$ cat config.mk
export PLATFORM = sky130hd
export DESIGN_NAME = alu_dispatch_flat
export DESIGN_NICKNAME = d
export VERILOG_FILES = /design/src/rtl/alu_dispatch_if.sv /design/src/rtl/alu_dispatch.sv /design/src/flat_wrapper.sv
export SDC_FILE = /design/constraint.sdc
export NUM_CORES = 1
export LEC_CHECK = 0
export ABC_AREA = 1
export CORE_ASPECT_RATIO = 0.8
export CORE_MARGIN = 2
export CORE_UTILIZATION = 43
export CTS_BUF_LIST = sky130_fd_sc_hd__clkbuf_2
export CTS_CLUSTER_DIAMETER = 50
export DETAILED_ROUTE_END_ITERATION = 10
export PLACE_DENSITY = 0.79
export SETUP_SLACK_MARGIN = 0.3
export SLEW_MARGIN = 10
export SYNTH_ARGS = -nofsm -noshare
export SYNTH_HDL_FRONTEND = slang
export SYNTH_SLANG_ARGS = --single-unit
$ cat constraint.sdc
create_clock -name clk -period 2.1 [get_ports clk]
set_input_delay 0.21 -clock clk [delete_from_list [all_inputs] [get_ports clk]]
set_output_delay 0.21 -clock clk [all_outputs]
set_load 0.005 [all_outputs]
$ cat src/rtl/alu_dispatch_if.sv
// alu_dispatch_if: issue-side bundle between register read, the ALU and writeback
//   in_valid/in_ready/instr/rs1_val/rs2_val : op request from register-read
//   alu_a/alu_b/alu_ctrl/alu_y               : ALU operands, ctrl code and result
//   res_valid/res_ready/res_data/res_rd/res_err : result toward writeback
interface alu_dispatch_if;
  logic        in_valid;
  logic        in_ready;
  logic [31:0] instr;
  logic [31:0] rs1_val;
  logic [31:0] rs2_val;
  logic [31:0] alu_a;
  logic [31:0] alu_b;
  logic [4:0]  alu_ctrl;
  logic [31:0] alu_y;
  logic        res_valid;
  logic        res_ready;
  logic [31:0] res_data;
  logic [4:0]  res_rd;
  logic        res_err;
  modport slave (
    input  in_valid, instr, rs1_val, rs2_val, alu_y, res_ready,
    output in_ready, alu_a, alu_b, alu_ctrl, res_valid, res_data, res_rd, res_err
  );
  modport master (
    output in_valid, instr, rs1_val, rs2_val, alu_y, res_ready,
    input  in_ready, alu_a, alu_b, alu_ctrl, res_valid, res_data, res_rd, res_err
  );
endinterface

$ cat src/rtl/alu_dispatch.sv
// alu_dispatch: decodes one RV32IM R/I op, drives the ALU, waits its latency, returns the result
//   clk, rst_n : clock, asynchronous active-low reset
//   bus        : alu_dispatch_if slave (request in, ALU operands out, result out)
module alu_dispatch #(
  parameter int LAT_ALU = 1,
  parameter int LAT_MUL = 2,
  parameter int LAT_DIV = 33
) (
  input  logic         clk,
  input  logic         rst_n,
  alu_dispatch_if.slave bus
);
  localparam int LAT_MAX = LAT_ALU > LAT_MUL ? (LAT_ALU > LAT_DIV ? LAT_ALU : LAT_DIV)
                                             : (LAT_MUL > LAT_DIV ? LAT_MUL : LAT_DIV);
  localparam int CW = $clog2(LAT_MAX + 1);
  typedef enum logic [1:0] {IDLE, EXEC, DONE} state_t;
  state_t      state, state_nx;
  logic [CW-1:0] cnt, lat;
  logic [2:0]  f3;
  logic [6:0]  f7;
  logic        is_r, is_i, r_ok, i_ok, legal, acc;
  logic [4:0]  r_ctrl, ctrl;
  logic [31:0] b;
  logic        unused;
  assign unused = ^bus.instr[19:15];
  assign f3     = bus.instr[14:12];
  assign f7     = bus.instr[31:25];
  assign is_r   = bus.instr[6:0] == 7'b0110011;
  assign is_i   = bus.instr[6:0] == 7'b0010011;
  assign r_ctrl = {bus.instr[30], bus.instr[25], f3};
  // slt/sltu and any 30/25 combination outside the M extension or sub/sra are rejected
  assign r_ok   = r_ctrl inside {5'd0, 5'd1, [5'd4:5'd15], 5'd16, 5'd21};
  assign i_ok   = f3 == 3'b001 ? f7 == 7'b0 :
                  f3 == 3'b101 ? (f7 == 7'b0 || f7 == 7'b0100000) :
                  !(f3 inside {3'b010, 3'b011});
  assign legal  = is_r ? r_ok : is_i && i_ok;
  // imm[10] only selects arithmetic shift for srai; for addi etc. it is just an immediate bit
  assign ctrl   = is_r ? r_ctrl : {f3 == 3'b101 && bus.instr[30], 1'b0, f3};
  assign b      = is_r ? bus.rs2_val : {{20{bus.instr[31]}}, bus.instr[31:20]};
  assign lat    = ctrl[3] ? (ctrl[2] ? CW'(LAT_DIV) : CW'(LAT_MUL)) : CW'(LAT_ALU);
  assign acc    = bus.in_valid && bus.in_ready;
  always_ff @(posedge clk or negedge rst_n)
    if (!rst_n) state <= IDLE;
    else state <= state_nx;
  always_comb begin
    state_nx = state == IDLE ? (acc ? (legal ? EXEC : DONE) : IDLE) :
               state == EXEC ? (cnt == '0 ? DONE : EXEC) :
               (bus.res_ready ? IDLE : DONE);
  end
  always_comb begin
    bus.in_ready  = state == IDLE;
    bus.res_valid = state == DONE;
  end
  always_ff @(posedge clk or negedge rst_n) begin
    if (!rst_n) begin
      bus.alu_a    <= '0;
      bus.alu_b    <= '0;
      bus.alu_ctrl <= '0;
      bus.res_data <= '0;
      bus.res_rd   <= '0;
      bus.res_err  <= 1'b0;
      cnt          <= '0;
    end else if (acc) begin
      bus.res_rd <= bus.instr[11:7];
      if (legal) begin
        bus.alu_a    <= bus.rs1_val;
        bus.alu_b    <= b;
        bus.alu_ctrl <= ctrl;
        cnt          <= lat;
      end else begin
        bus.res_err  <= 1'b1;
        bus.res_data <= '0;
      end
    end else if (state == EXEC) begin
      if (cnt != '0) cnt <= cnt - 1'b1;
      else begin
        bus.res_data <= bus.res_rd == 5'd0 ? 32'd0 : bus.alu_y;
        bus.res_err  <= 1'b0;
      end
    end
  end
endmodule

$ cat src/flat_wrapper.sv
// flat-port wrapper written by rule: the top's interface ports become plain ports
module alu_dispatch_flat 
#(
  parameter int LAT_ALU = 1,
  parameter int LAT_MUL = 2,
  parameter int LAT_DIV = 33
)
  (clk, rst_n, bus_in_valid, bus_instr, bus_rs1_val, bus_rs2_val, bus_alu_y, bus_res_ready, bus_in_ready, bus_alu_a, bus_alu_b, bus_alu_ctrl, bus_res_valid, bus_res_data, bus_res_rd, bus_res_err);
  alu_dispatch_if bus_i ();
  input  logic clk;
  input  logic rst_n;
  input wire logic [$bits(bus_i.in_valid)-1:0] bus_in_valid;
  input wire logic [$bits(bus_i.instr)-1:0] bus_instr;
  input wire logic [$bits(bus_i.rs1_val)-1:0] bus_rs1_val;
  input wire logic [$bits(bus_i.rs2_val)-1:0] bus_rs2_val;
  input wire logic [$bits(bus_i.alu_y)-1:0] bus_alu_y;
  input wire logic [$bits(bus_i.res_ready)-1:0] bus_res_ready;
  output wire logic [$bits(bus_i.in_ready)-1:0] bus_in_ready;
  output wire logic [$bits(bus_i.alu_a)-1:0] bus_alu_a;
  output wire logic [$bits(bus_i.alu_b)-1:0] bus_alu_b;
  output wire logic [$bits(bus_i.alu_ctrl)-1:0] bus_alu_ctrl;
  output wire logic [$bits(bus_i.res_valid)-1:0] bus_res_valid;
  output wire logic [$bits(bus_i.res_data)-1:0] bus_res_data;
  output wire logic [$bits(bus_i.res_rd)-1:0] bus_res_rd;
  output wire logic [$bits(bus_i.res_err)-1:0] bus_res_err;
  assign bus_i.in_valid = bus_in_valid;
  assign bus_i.instr = bus_instr;
  assign bus_i.rs1_val = bus_rs1_val;
  assign bus_i.rs2_val = bus_rs2_val;
  assign bus_i.alu_y = bus_alu_y;
  assign bus_i.res_ready = bus_res_ready;
  assign bus_in_ready = bus_i.in_ready;
  assign bus_alu_a = bus_i.alu_a;
  assign bus_alu_b = bus_i.alu_b;
  assign bus_alu_ctrl = bus_i.alu_ctrl;
  assign bus_res_valid = bus_i.res_valid;
  assign bus_res_data = bus_i.res_data;
  assign bus_res_rd = bus_i.res_rd;
  assign bus_res_err = bus_i.res_err;
  alu_dispatch #(.LAT_ALU(LAT_ALU), .LAT_MUL(LAT_MUL), .LAT_DIV(LAT_DIV)) u_core (.clk(clk), .rst_n(rst_n), .bus(bus_i));
endmodule
==> run summary <==
Outcome: finished clean
Buf/Inv on CP: 3
Die Area: 12,910 µm²
Startpoint type of the worst setup path: flop
Placed wire-length estimate: 11,030 µm
Critical Path AT: 2250 ps
First-pass GRT wire length: 24,660 µm
Post-route cell area: 8158 µm²
CP cell instances: buf_4 -> nor2_2 -> nand2_1 -> inv_2 -> buf_6 -> nand3_1 -> nand2_1
Pre-antenna DRT Iters: 5
Crit path time final: 1676 ps
HP Class: in -> reg
Post-Route Skew: 22.83 ps
Final WL: 15,470 µm
Register area share after synthesis: 55.70%
Clock Sink Count: 115
Total CTS buffers: 17
Met1 WL: 6399 µm
CP top delay family: buffers and inverters
Rel. slew slack: 33.43%
Hold Vio Cnt, Final: 0
I/O Buffers: 235
Clock-pin slew on the worst setup and hold paths: 170 ps
Final cell count without fillers: 1,065
Power per cell area: 596.8 nW/µm²
Synth warn: 0
Worst-path fanout max: 38
Final setup vio count: 0
Uppermost layer routed: met4
Max incr delay on CP: 420 ps
Post-synthesis cell count: 638
Initial antenna violation count: 0
Reg power frac: 49.3%
Period utilisation layout: 79.82%
Vias in the first global route: 5,108
Critical Path RT: 2670 ps
NetSw: 1.280 mW
Slew @ Worst Pin: 995.2 ps
Post-Syn Area: 5166 µm²
Final Max Tran Viols: 0
Setup TNS: 0 ps
Die height: 102.0 µm
# DRC: 0
Area after DPL: 7716 µm²
Internal: 3.589 mW
Share of total power in combinational logic: 18.1%
Post-synthesis cell type count: 26
Switch share: 26.29%
GP Congestion: 0.8540
H-tree levels: 4
Clock power frac: 32.6%
CTS tree: yes
Clk root buf: clkbuf_2
Metal2 WL: 7362 µm
Area growth syn-to-layout: 57.91%
Drt wl/cell: 14.53 µm
Iteration-0 DRC Markers: 292
Mean cell area of the mapped netlist: 8.098 µm²
Maximum vdd drop: 363.2 µV
Most frequent CP cell: nand2_1
Die W: 126.6 µm
Core Region: 11,600 µm²
Post-DRT Antenna Nets: 0
Total gr overflow: 0
I/O Pins: 241
Max Buffers Root-to-Sink: 2
Leakage: 4.845 nW
Worst skew pair latency: 640 ps
Syn_nets: 771
Final Net Count: 1,038
Detail Route met3 WL: 1262 µm
Power Total: 4.869 mW
Vias: 5,283
Crit-path slowest cell: dfrtp_1
Pin count of the biggest net entering global routing: 57
Rows: 35
Layout cell share with drive strength beyond 1: 10.14%
Hold_ws: 84.59 ps
RSZ-0062 raised after global routing: yes
Critical path capture point type: flop
All-Layer GR Usage: 24.15%
Fill cells: 965
Inst Count DP: 1,001
Maximum clock frequency: 596.6 MHz
N_diodes: 0
Initial Util: 44.52%
Flops & latches, synth: 115
Max Cap Viol: 0
Vias per cell: 4.961
WS Path Type: reg -> reg
==> power groups by stage <==
stage	sequential (mW)	combinational, mW	clock (mW)
global route	2.42	0.982	1.76
floorplan	2.45	0.286	0
detailed placement	2.45	0.887	0
finish	2.40	0.883	1.59
CTS	2.40	0.877	1.65
global placement	2.44	0.870	0
==> stage by stage <==
stage               setup WS [ps]  util (%)
finish                      423.9     70.30
floorplan                   504.3         -
CTS                         179.6     69.44
detailed placement          94.37     66.49
global placement            128.9     66.49
global route                291.6     70.30
==> per-layer routing <==
| layer | vias up | global-route usage (%) |
|---|---|---|
| met1 | 2456 | 29.16 |
| met3 | 38 | 8.586 |
| met4 | 0 | 9.806 |
| li1 | 2558 | - |
| met5 | - | 0 |
| met2 | 231 | 40.02 |
==> cell type report <==
type | instances | area (µm²) | area share (%)
Sequential cell | 115 | 2878 | 35.28
Timing Repair Buffer | 285 | 2734 | 33.51
Multi-Input combinational cell | 435 | 1912 | 23.44
Inverter | 51 | 191.4 | 2.347
Tap cell | 148 | 185.2 | 2.270
Clock inverter | 12 | 162.7 | 1.994
Clock buffer | 19 | 95.09 | 1.166
==> state kept, by name, summed over array words and instances (netlist names) <==
signal	cells
u_core.bus.alu_a	32
u_core.bus.res_err	1
u_core.bus.res_rd	5
u_core.bus.res_data	32
u_core.bus.alu_b	32
u_core.state	2
u_core.cnt	6
u_core.bus.alu_ctrl	5
==> cells in the mapped netlist <==
library cell	count	area, µm²
buf_4	3	22.52
nand2_4	2	22.52
nor3_1	1	5.000
inv_2	2	7.510
xor2_1	1	8.760
nand3_1	112	560.5
nor2_1	17	63.81
inv_1	48	180.2
dfrtp_1	115	2878
clkbuf_1	10	37.54
nand2_1	242	908.4
buf_2	22	110.1
o31ai_1	1	7.510
nand4_2	1	12.51
clkinv_1	1	3.750
and3_1	1	6.260
o21bai_1	2	15.01
buf_6	2	22.52
a21oi_1	2	10.01
ha_1	1	12.51
nand2_2	2	12.51
o211ai_1	1	7.510
nor2_2	1	6.260
o21ai_1	8	40.04
o21ai_0	39	195.2
nand3_2	1	10.01
==> kinds of logic (layout without fill, tap and decap cells) <==
| family | Yosys count | in the layout | synth area share, % |
|---|---|---|---|
| AOI/OAI and AO/OA | 53 | 53 | 5.328 |
| buffers and inverters | 88 | 367 | 7.435 |
| adders and majority gates | 1 | 1 | 0.2422 |
| xor gates and xnor gates | 1 | 1 | 0.1696 |
| and+or+nand+nor | 380 | 380 | 31.12 |
| DFF | 115 | 115 | 55.70 |
==> cells in the final DEF, fill, tap and decap left out, types with 3 or more instances in the layout <==
cell type | Yosys | layout
buf_12 | 0 | 6
dlygate4sd3_1 | 0 | 4
nand3_1 | 112 | 112
dfrtp_1 | 115 | 115
nand2_1 | 242 | 242
inv_1 | 48 | 46
clkinv_2 | 0 | 6
buf_4 | 3 | 38
o21ai_1 | 8 | 11
clkbuf_2 | 0 | 21
inv_2 | 2 | 5
nor2_1 | 17 | 16
clkdlybuf4s50_1 | 0 | 125
dlymetal6s2s_1 | 0 | 15
o21ai_0 | 39 | 36
buf_6 | 2 | 3
dlygate4sd2_1 | 0 | 92
bufinv_16 | 0 | 4
==> worst min-delay path: stages <==
cell	delay [ps]
clkdlybuf4s50_1	390
nand2_1	60
nand2_1	40
==> worst paths after layout <==
path,to,from,slack [ps],cells past startpoint
setup / recovery,u_core.bus.alu_a[8],u_core.state[1],420,7
hold / removal,u_core.bus.res_rd[1],bus_instr[8],80,3
setup reg to reg,u_core.bus.alu_a[8],u_core.state[1],420,7
hold reg to reg,u_core.bus.alu_b[3],u_core.bus.alu_b[3],480,2
max in group asynchronous,u_core.bus.alu_a[6],rst_n,600,3
min in group asynchronous,u_core.cnt[3],rst_n,130,3
==> what timing repair did <==
item / in CTS / in global routing
resized for setup: 94 / 29
setup buffers: 23 / 6
pin swaps: 0 / 1
setup endpoints to repair: 97 / 51
endpoints found under the hold margin: 115 / 1
hold buffers: 3 / 1
Note: power is estimated with default switching activity, not from simulation.
